`src/rtl/ma_crossover_trader_pkg.sv`:
```
// Shared types and helpers for the moving-average / crossover datapath.
// Holds width defaults, the trader state enum and a saturating adder.
package ma_crossover_trader_pkg;

  localparam int DATA_WIDTH_DEF = 8;
  localparam int PNL_WIDTH_DEF  = 16;

  typedef enum logic [1:0] {
    ST_WARMUP = 2'd0,
    ST_FLAT   = 2'd1,
    ST_LONG   = 2'd2
  } trade_state_e;

  // Signed add clamped to the range of a w-bit signed value.
  // Callers keep w <= 32 and sign-extend into the 32-bit containers.
  function automatic logic signed [31:0] sat_add(
    input logic signed [31:0] a,
    input logic signed [31:0] b,
    input int unsigned        w
  );
    logic signed [32:0] s;
    logic signed [32:0] hi;
    logic signed [32:0] lo;
    s  = 33'(a) + 33'(b);
    hi = (33'sd1 <<< (w - 1)) - 33'sd1;
    lo = -(33'sd1 <<< (w - 1));
    if (s > hi) begin
      return 32'(hi);
    end else if (s < lo) begin
      return 32'(lo);
    end else begin
      return 32'(s);
    end
  endfunction

endpackage

```
`src/rtl/ma_crossover_trader_pnl_accumulator.sv`:
```
// Signed saturating accumulator with enable for realized PnL.
// Ports: clk, reset (sync, high), en, delta (signed), acc (signed).
module pnl_accumulator
  import ma_crossover_trader_pkg::*;
#(
  parameter int PNL_WIDTH   = PNL_WIDTH_DEF,
  parameter int DELTA_WIDTH = DATA_WIDTH_DEF + 1
) (
  input  logic                          clk,
  input  logic                          reset,
  input  logic                          en,
  input  logic signed [DELTA_WIDTH-1:0] delta,
  output logic signed [PNL_WIDTH-1:0]   acc
);

  logic signed [PNL_WIDTH-1:0] acc_q;
  logic signed [PNL_WIDTH-1:0] acc_d;
  logic signed [31:0]          sum;

  always_comb begin
    sum   = sat_add(32'(acc_q), 32'(delta), PNL_WIDTH);
    acc_d = acc_q;
    if (en) begin
      acc_d = PNL_WIDTH'(sum);
    end
  end

  always_ff @(posedge clk) begin
    if (reset) begin
      acc_q <= '0;
    end else begin
      acc_q <= acc_d;
    end
  end

  assign acc = acc_q;

endmodule

```
`src/rtl/ma_crossover_trader.sv`:
```
// Long-only crossover trader fed by fast/slow moving averages.
// In: sample_valid, price, fast_avg, slow_avg, flatten. Out: buy/sell
// pulses, position, entry_price, pnl, trade_count, ready (all registered).
module ma_crossover_trader
  import ma_crossover_trader_pkg::*;
#(
  parameter int DATA_WIDTH     = DATA_WIDTH_DEF,
  parameter int HYST           = 2,
  parameter int WARMUP_SAMPLES = 8,
  parameter int COOLDOWN       = 4,
  parameter int PNL_WIDTH      = PNL_WIDTH_DEF
) (
  input  logic                        clk,
  input  logic                        reset,
  input  logic                        sample_valid,
  input  logic [DATA_WIDTH-1:0]       price,
  input  logic [DATA_WIDTH-1:0]       fast_avg,
  input  logic [DATA_WIDTH-1:0]       slow_avg,
  input  logic                        flatten,
  output logic                        buy,
  output logic                        sell,
  output logic                        position,
  output logic [DATA_WIDTH-1:0]       entry_price,
  output logic signed [PNL_WIDTH-1:0] pnl,
  output logic [7:0]                  trade_count,
  output logic                        ready
);

  localparam int WW = $clog2(WARMUP_SAMPLES + 2);
  localparam int CW = $clog2(COOLDOWN + 2);
  localparam int EW = DATA_WIDTH + 1;

  trade_state_e          state_q, state_d;
  logic [WW-1:0]         warm_q, warm_d;
  logic [CW-1:0]         cool_q, cool_d;
  logic                  buy_q, buy_d;
  logic                  sell_q, sell_d;
  logic                  pos_q, pos_d;
  logic [DATA_WIDTH-1:0] entry_q, entry_d;
  logic [7:0]            tc_q, tc_d;
  logic                  rdy_q, rdy_d;

  logic [EW-1:0]         fast_x;
  logic [EW-1:0]         slow_x;
  logic [EW-1:0]         hyst_x;
  logic                  up;
  logic                  down;
  logic [WW-1:0]         warm_inc;
  logic                  cool_zero;
  logic signed [EW-1:0]  delta;

  // One extra bit so adding the margin can never wrap.
  assign fast_x    = {1'b0, fast_avg};
  assign slow_x    = {1'b0, slow_avg};
  assign hyst_x    = EW'(HYST);
  assign up        = fast_x > (slow_x + hyst_x);
  assign down      = (fast_x + hyst_x) < slow_x;
  assign warm_inc  = warm_q + WW'(1);
  assign cool_zero = (cool_q == '0);

  assign delta = $signed({1'b0, price})
               - $signed({1'b0, entry_q});

  always_comb begin
    state_d = state_q;
    warm_d  = warm_q;
    cool_d  = cool_q;
    buy_d   = 1'b0;
    sell_d  = 1'b0;
    pos_d   = pos_q;
    entry_d = entry_q;
    tc_d    = tc_q;
    rdy_d   = rdy_q;
    if (sample_valid) begin
      unique case (state_q)
        ST_WARMUP: begin
          warm_d = warm_inc;
          // The completing sample only arms the trader.
          if (warm_inc == WW'(WARMUP_SAMPLES)) begin
            state_d = ST_FLAT;
            rdy_d   = 1'b1;
          end
        end
        ST_FLAT: begin
          if (up && cool_zero && !flatten) begin
            buy_d   = 1'b1;
            entry_d = price;
            pos_d   = 1'b1;
            cool_d  = CW'(COOLDOWN);
            state_d = ST_LONG;
          end else if (!cool_zero) begin
            cool_d = cool_q - CW'(1);
          end
        end
        ST_LONG: begin
          // flatten exits even while cooling down.
          if ((down && cool_zero) || flatten) begin
            sell_d  = 1'b1;
            pos_d   = 1'b0;
            cool_d  = CW'(COOLDOWN);
            state_d = ST_FLAT;
            if (tc_q != 8'hFF) begin
              tc_d = tc_q + 8'd1;
            end
          end else if (!cool_zero) begin
            cool_d = cool_q - CW'(1);
          end
        end
        default: begin
          state_d = ST_WARMUP;
        end
      endcase
    end
  end

  always_ff @(posedge clk) begin
    if (reset) begin
      state_q <= ST_WARMUP;
      warm_q  <= '0;
      cool_q  <= '0;
      buy_q   <= 1'b0;
      sell_q  <= 1'b0;
      pos_q   <= 1'b0;
      entry_q <= '0;
      tc_q    <= '0;
      rdy_q   <= 1'b0;
    end else begin
      state_q <= state_d;
      warm_q  <= warm_d;
      cool_q  <= cool_d;
      buy_q   <= buy_d;
      sell_q  <= sell_d;
      pos_q   <= pos_d;
      entry_q <= entry_d;
      tc_q    <= tc_d;
      rdy_q   <= rdy_d;
    end
  end

  // Accumulates on the same edge that registers the sell pulse.
  pnl_accumulator #(
    .PNL_WIDTH   (PNL_WIDTH),
    .DELTA_WIDTH (EW)
  ) u_pnl (
    .clk   (clk),
    .reset (reset),
    .en    (sell_d),
    .delta (delta),
    .acc   (pnl)
  );

  assign buy         = buy_q;
  assign sell        = sell_q;
  assign position    = pos_q;
  assign entry_price = entry_q;
  assign trade_count = tc_q;
  assign ready       = rdy_q;

endmodule
```
`config.mk`:
```
export PLATFORM = sky130hd
export DESIGN_NAME = ma_crossover_trader
export DESIGN_NICKNAME = d
export VERILOG_FILES = /design/src/rtl/ma_crossover_trader_pkg.sv /design/src/rtl/ma_crossover_trader_pnl_accumulator.sv /design/src/rtl/ma_crossover_trader.sv
export SDC_FILE = /design/constraint.sdc
export NUM_CORES = 1
export LEC_CHECK = 0
export CAP_MARGIN = 0
export CELL_PAD_IN_SITES_DETAIL_PLACEMENT = 1
export CELL_PAD_IN_SITES_GLOBAL_PLACEMENT = 1
export CORE_ASPECT_RATIO = 1.2
export CORE_MARGIN = 10
export CORE_UTILIZATION = 43
export CTS_CLUSTER_DIAMETER = 150
export DETAILED_ROUTE_END_ITERATION = 10
export GPL_ROUTABILITY_DRIVEN = 0
export MAX_ROUTING_LAYER = met4
export PLACE_DENSITY_LB_ADDON = 0.1
export SYNTH_ARGS = -nofsm -noshare
export SYNTH_HDL_FRONTEND = slang
export SYNTH_SLANG_ARGS = --single-unit
```
`constraint.sdc`:
```
create_clock -name clk -period 7.39 [get_ports clk]
set_clock_uncertainty 0.2 [all_clocks]
set_input_delay 1.1085 -clock clk [delete_from_list [all_inputs] [get_ports clk]]
set_output_delay 1.1085 -clock clk [all_outputs]
set_load 0.01 [all_outputs]
```
==> impl_metrics.ini, run 1 <==
[global_route]
grt_usage_pct = 17.1
first_global_vias = 3535
globalRouteOverflowTotal = 0
maximum_number_of_pins_on_one_net_before_global_route_repair = 30
grt_first_pass_wirelength_um = 17000
initial_antenna_violation_count = 0

[cells_and_area]
layout_overhead_on_the_synthesized_area_pct = 23.5
total_area_of_multi_input_combinational_cells_um2 = 2460
drive_gt1_share_pct = 6.13
num-nets-final = 552
register_area_um2 = 901
inserted_diodes = 0
n_fill_cell = 976

[synth]
syn_area_um2 = 3570
ys_types = 68
syn_inst = 409
mappedNetlistNets = 489
synth.yosys.seq_area_share_pct = 25.3
synth_top_flop_cell = sky130_fd_sc_hd__dfxtp_1
postSynthRegisterBits = 45
async_flop_share_pct = 0
synth_enable_flop_cells = 0
syn_avg_cell_area_um2 = 8.72
synth.yosys.warnings = 0

[worst_hold_path]
min_from = ready
min_delay_worst_endpoint = ready
worstHoldPathType = flip-flop to flip-flop
worst_hold_path.num_cells = 1

[power_and_ir_drop]
ir_worst_vdd_uv = 85.7
power_density_nw_per_um2 = 131
p_leak_nw = 1.89

[timing]
timing.setup.tns_ns = 0
part_of_the_cycle_the_worst_path_needs_pct = 78.6
slew_viols_final = 0
setup_viol = 0
maxSlewHeadroom_pct = 41.7
post-route-worst-setup-slack_ns = 1.58
fmax_mhz = 172
fin_crit_ns = 5.81
unrepaired_setup_endpoints_after_global_routing = false
hold_viol = 0
whs_ns = 0.268
tightestPinTransition_ns = 0.872

[worst_setup_path]
r2r_slack_ns = 2.45
worst_setup_ep_type = flip-flop
worst_path_arrival_time_ns = 5.80
delay_of_the_slowest_cell_on_the_worst_path_ns = 0.64
worstPathCellList = clkdlybuf4s50_1 > inv_1 > ha_1 > fa_1 > nor2b_1 > o21ai_0 > a21boi_0 > o21ai_0 > nand2b_1 > a21o_1 > a21oi_1 > ha_1 > a21oi_1 > o21ai_1 > a32o_1 > a311oi_2 > xor2_2 > a21oi_2 > a221o_2
worstReg2RegEnd = u_pnl.acc[1]
worstPathMaxFanout = 13
critical_path.top_delay_family = compound AO/OA/AOI/OAI gates
reg2regPathDepth = 17
required_ns = 7.38
timing_worst_setup_path_type = primary input to flip-flop
worstSetupStartpointType = primary input
rr_startpoint = entry_price[2]
slowest_cell_on_the_critical_path = sky130_fd_sc_hd__a21oi_1
critPathBufInv = 2

[floorplanning]
die-area_um2 = 12400
io_pins = 64
die_h_um = 120
initial_cell_density_of_the_core_pct = 44.0
rows = 36
core_region_area_um2 = 8110
die_w_um = 103

[clocking]
tritoncts = done
cts.root.buffer_cell = sky130_fd_sc_hd__clkbuf_8
clockBufferDepth = 2
cts.repair_timing.setup_buffer_count = 0
clkLatencyLatePin_ns = 0.31
numCtsBuffers = 5
h-tree-depth = 2
cts_resized = 0
cts_num_sinks = 45
clk_pin_slew_worst_paths_ns = 0.09
cts-hold-fix-buffers = 0

[drt]
vias_per_cell = 5.70
remaining_design_rule_violation_count = 0
vias = 3235
routed_wire_length_per_instance_um = 17.5
first_pass_iters = 5
first_iter_violations = 85
route.antenna.remaining_nets = 0
drt-total-wl_um = 9940

[flow_run]
max_cap_violation_count = 0

[placed_design]
detailed_place_hpwl_um = 8030
place_worst_setup_slack_ns = 1.25
port_buffers = 63

[run_status]
outcome = completed
==> through the flow <==
stage                     cell area (µm²)  util, %  total power [mW]  cells
final                                4410     54.3             0.577    568
after global routing                 4410     54.3             0.607    568
after CTS                            4410     54.3             0.583    568
after detailed placement             4270     52.7             0.359    560
after global placement               4270     52.7             0.355    560
after floorplan                      3570        -             0.320    409
==> power breakdown <==
group / switching (mW) / internal, mW / leakage, nW
registers: 0.00147 / 0.244 / 0.363
logic: 0.0584 / 0.0493 / 1.46
clock network: 0.0894 / 0.134 / 0.0681
==> flip-flops by register name (all words and copies together), names as in the netlist <==
register	count
buy	1
trade_count	8
position	1
u_pnl.acc	16
warm_q	4
entry_price	8
cool_q	3
ready	1
sell	1
state_q	2
==> cell families after synthesis <==
family                     Yosys count  synth area share [%]
and+or+nand+nor                    108                  15.2
AOI/OAI and AO/OA                  106                  22.1
adders and majority gates           54                  19.2
buffers and inverters               48                  5.75
DFF                                 45                  25.3
xor gates and xnor gates            36                  9.05
muxes                               12                  3.40
==> how the worst max path moves through the flow <==
stage                     startpoint             to  slack, ns  cells past startpoint
after floorplan             price[0]   u_pnl.acc[2]       2.39                     19
after global placement      price[0]  u_pnl.acc[14]       1.42                     19
after detailed placement    price[2]   u_pnl.acc[1]       1.25                     17
after CTS                   price[2]   u_pnl.acc[1]       1.56                     17
after global routing        price[0]   u_pnl.acc[1]       1.13                     19
final                       price[0]   u_pnl.acc[1]       1.58                     19
==> cell usage in the layout, fill, tap and decap left out, drive strengths merged, types with 2 or more instances in the layout <==
master / instances
a21o: 9
xnor2: 25
buf: 2
o21a: 7
nor2b: 5
o211a: 2
xor2: 11
dfxtp: 45
nor2: 33
and3: 4
inv: 39
clkbuf: 5
nand2: 22
a211o: 2
a21oi: 26
nor3: 9
a31oi: 5
o211ai: 2
o41ai: 2
o22ai: 2
o21ai: 19
ha: 50
nand3: 14
fa: 2
maj3: 2
o2111ai: 2
a21boi: 4
clkdlybuf4s50: 63
a221o: 13
mux2i: 11
nand4: 4
o31ai: 3
and2: 2
nand2b: 4
bufinv: 2
==> cell usage after synthesis, types with 5 or more instances <==
master / count / area share, %
sky130_fd_sc_hd__a21oi_1: 24 / 3.4
sky130_fd_sc_hd__o21ai_0: 18 / 2.5
sky130_fd_sc_hd__nor2_1: 33 / 3.5
sky130_fd_sc_hd__xor2_1: 10 / 2.5
sky130_fd_sc_hd__o21a_1: 7 / 1.5
sky130_fd_sc_hd__nor2b_1: 5 / 0.88
sky130_fd_sc_hd__inv_1: 39 / 4.1
sky130_fd_sc_hd__ha_1: 50 / 18
sky130_fd_sc_hd__nand3_1: 14 / 2.0
sky130_fd_sc_hd__a221o_1: 10 / 2.8
sky130_fd_sc_hd__nand2_1: 22 / 2.3
sky130_fd_sc_hd__dfxtp_1: 45 / 25
sky130_fd_sc_hd__xnor2_1: 25 / 6.1
sky130_fd_sc_hd__mux2i_1: 11 / 3.1
sky130_fd_sc_hd__a21o_1: 8 / 1.7
sky130_fd_sc_hd__nor3_1: 8 / 1.1
==> cell type report <==
type | count | area share (%)
Tap cell | 95 | 2.70
Clock inverter | 3 | 1.48
Clock buffer | 5 | 1.56
Multi-Input combinational cell | 316 | 55.8
Sequential cell | 45 | 20.4
Timing Repair Buffer | 65 | 14.7
Inverter | 39 | 3.32
==> layer usage <==
layer	part of all wire (%)	global-route usage, %	routed length, µm	up-vias
li1	-	-	-	1595
met4	1.9	5.49	191	0
met3	2.2	2.41	217	16
met5	0	-	0	-
met1	43	18.7	4250	1580
met2	53	30.7	5280	44
Note: power is estimated with default switching activity, not from simulation.
==> inputs of run 2 (changes only) <==
CORE_UTILIZATION = 40   (was 43)
clock period = 5.6 ns   (was 7.39 ns; I/O delays follow)
==> impl_metrics.ini, run 2 (same netlist as run 1, synthesis figures left out) <==
[clocking]
clkLatencyLatePin_ns = 0.30
clk_pin_slew_worst_paths_ns = 0.09
cts.root.buffer_cell = sky130_fd_sc_hd__clkbuf_8
cts_num_sinks = 45
cts.repair_timing.setup_buffer_count = 0
numCtsBuffers = 5
clockBufferDepth = 2
h-tree-depth = 2
tritoncts = done

[timing]
unrepaired_setup_endpoints_after_global_routing = false
fmax_mhz = 190
maxSlewHeadroom_pct = 24.3
tightestPinTransition_ns = 1.13
setup_viol = 0
post-route-worst-setup-slack_ns = 0.333
fin_crit_ns = 5.27
slew_viols_final = 0
part_of_the_cycle_the_worst_path_needs_pct = 94.1
hold_viol = 0

[cells_and_area]
max_reg_flops = 16
layout_overhead_on_the_synthesized_area_pct = 26.1
inserted_diodes = 0
n_fill_cell = 1032
final_core_occ_pct = 51.9
layout.cells.most_common = sky130_fd_sc_hd__clkdlybuf4s50_1
layout.cells.non_filler = 600
finish.instance_area_um2 = 4500
layout_common_cells = sky130_fd_sc_hd__clkdlybuf4s50_1, sky130_fd_sc_hd__ha_1, sky130_fd_sc_hd__dfxtp_1, sky130_fd_sc_hd__inv_1, sky130_fd_sc_hd__nor2_1
drive_gt1_share_pct = 7.87
num-nets-final = 562

[global_route]
maximum_number_of_pins_on_one_net_before_global_route_repair = 30
globalRouteMet3Util_pct = 2.60
globalRouteOverflowTotal = 0
met2_usage_pct = 31.0
initial_antenna_violation_count = 0
grt_use_met1_pct = 17.6
global_route.peak_usage_layer = met2
grt_usage_pct = 16.4
grt_first_pass_wirelength_um = 17200
first_global_vias = 3514

[drt]
route.antenna.remaining_nets = 0
first_iter_violations = 94
vias = 3229
drt-total-wl_um = 10200
routed_wire_length_per_instance_um = 17.0
vias_per_cell = 5.38
remaining_design_rule_violation_count = 0
first_pass_iters = 4

[floorplanning]
io_pins = 64
die_w_um = 106
die-area_um2 = 13100
core_region_area_um2 = 8660
rows = 37
initial_cell_density_of_the_core_pct = 41.2
die_h_um = 123

[placed_design]
place_worst_setup_slack_ns = -0.00915
port_buffers = 63
place_area_um2 = 4370
placed_cell_count = 592
detailed_place_hpwl_um = 8330

[power_and_ir_drop]
total_net_switching_power_mw = 0.199
pwr-share-comb_pct = 20.6
power_density_nw_per_um2 = 164
cellInternalPower_mw = 0.538
swShare_pct = 27.0
p_leak_nw = 1.94
clock_power_share_pct = 35.6
ir_worst_vdd_uv = 114
power.sequential.fraction_pct = 43.8

[worst_setup_path]
slowest_cell_on_the_critical_path = sky130_fd_sc_hd__clkdlybuf4s50_1
timing_worst_setup_path_type = primary input to flip-flop
worst_setup_ep_type = flip-flop
worstPathCellList = clkdlybuf4s50_1 > inv_1 > ha_1 > fa_1 > nor2b_1 > o21ai_0 > a21boi_1 > o21ai_0 > nand2b_1 > a21o_1 > a21oi_1 > buf_4 > ha_1 > a21oi_1 > o21ai_1 > a32o_1 > a311oi_2 > xor2_2 > a21oi_2 > a221o_2
worstPathMaxFanout = 13
worst_path_arrival_time_ns = 5.26
required_ns = 5.59
worstSetupStartpointType = primary input
delay_of_the_slowest_cell_on_the_worst_path_ns = 0.49

[run_status]
outcome = completed

[worst_hold_path]
worstHoldPathType = flip-flop to flip-flop

[flow_run]
max_cap_violation_count = 0
==> run 2: cell count changes in the layout (fill, tap and decap cells not counted), sizes merged <==
cell | previous run | this run
buf | 2 | 12
clkbuf | 5 | 7
clkinv | 1 | 0
bufinv | 2 | 1
==> run 2: worst paths after layout <==
kind | startpoint | end | slack, ns | cells past startpoint
worst min-delay path | ready | ready | 0.28 | 1
worst max-delay path | price[0] | u_pnl.acc[14] | 0.33 | 20
worst min register to register | ready | ready | 0.28 | 1
worst max register to register | entry_price[2] | u_pnl.acc[14] | 1.06 | 18
==> run 2: per-stage QoR <==
stage               hold WS [ns]  TNS [ns]  power [mW]
global placement           0.249         0       0.477
CTS                        0.280         0       0.747
detailed placement         0.258   -0.0292       0.483
global route               0.299         0       0.777
finish                     0.276         0       0.738
floorplan                  0.259         0       0.423
==> run 2: metal layers <==
layer  vias up  share of wire [%]
met3         8                2.4
met2        55                 55
met1      1549                 42
li1       1617                  -
met5         -                  0
met4         0                1.1
==> run 2: final cells by class <==
cell class | instances | area [µm²] | area share (%)
Clock inverter | 1 | 30.0 | 0.668
Timing Repair Buffer | 75 | 721 | 16.0
Tap cell | 117 | 146 | 3.26
Inverter | 39 | 146 | 3.26
Multi-Input combinational cell | 316 | 2470 | 54.8
Clock buffer | 7 | 86.3 | 1.92
Sequential cell | 45 | 901 | 20.0
==> run 2: repair_timing <==
action | in CTS | in global routing
resized for setup | 0 | 2
setup endpoints to repair | 0 | 13
hold buffers | 0 | 0
==> run 2: worst max-delay path, delay by kind of cell <==
family / cells / cell delay, ns
xor+xnor: 1 / 0.30
buf+inv: 3 / 0.74
compound gates: 11 / 2.23
fa+ha+maj: 3 / 0.93
simple gates: 2 / 0.24
==> run 2: power groups by stage <==
stage / clock network [mW] / logic (mW) / registers, mW
after floorplan: 0 / 0.0924 / 0.330
final: 0.262 / 0.152 / 0.323
after CTS: 0.271 / 0.153 / 0.323
after global placement: 0 / 0.146 / 0.331
after global routing: 0.283 / 0.170 / 0.324
after detailed placement: 0 / 0.152 / 0.331
==> inputs of run 3 (changes only) <==
==> constraint.sdc (replaced) <==
create_clock -name clk -period 5.6 [get_ports clk]
set_clock_uncertainty 0.2 [all_clocks]
set_input_delay 0.84 -clock clk [delete_from_list [all_inputs] [get_ports clk]]
set_output_delay 0.84 -clock clk [all_outputs]
set_load 0.02 [all_outputs]
==> results of run 3 <==
The final DEF is identical to that of run 2. Status: completed.
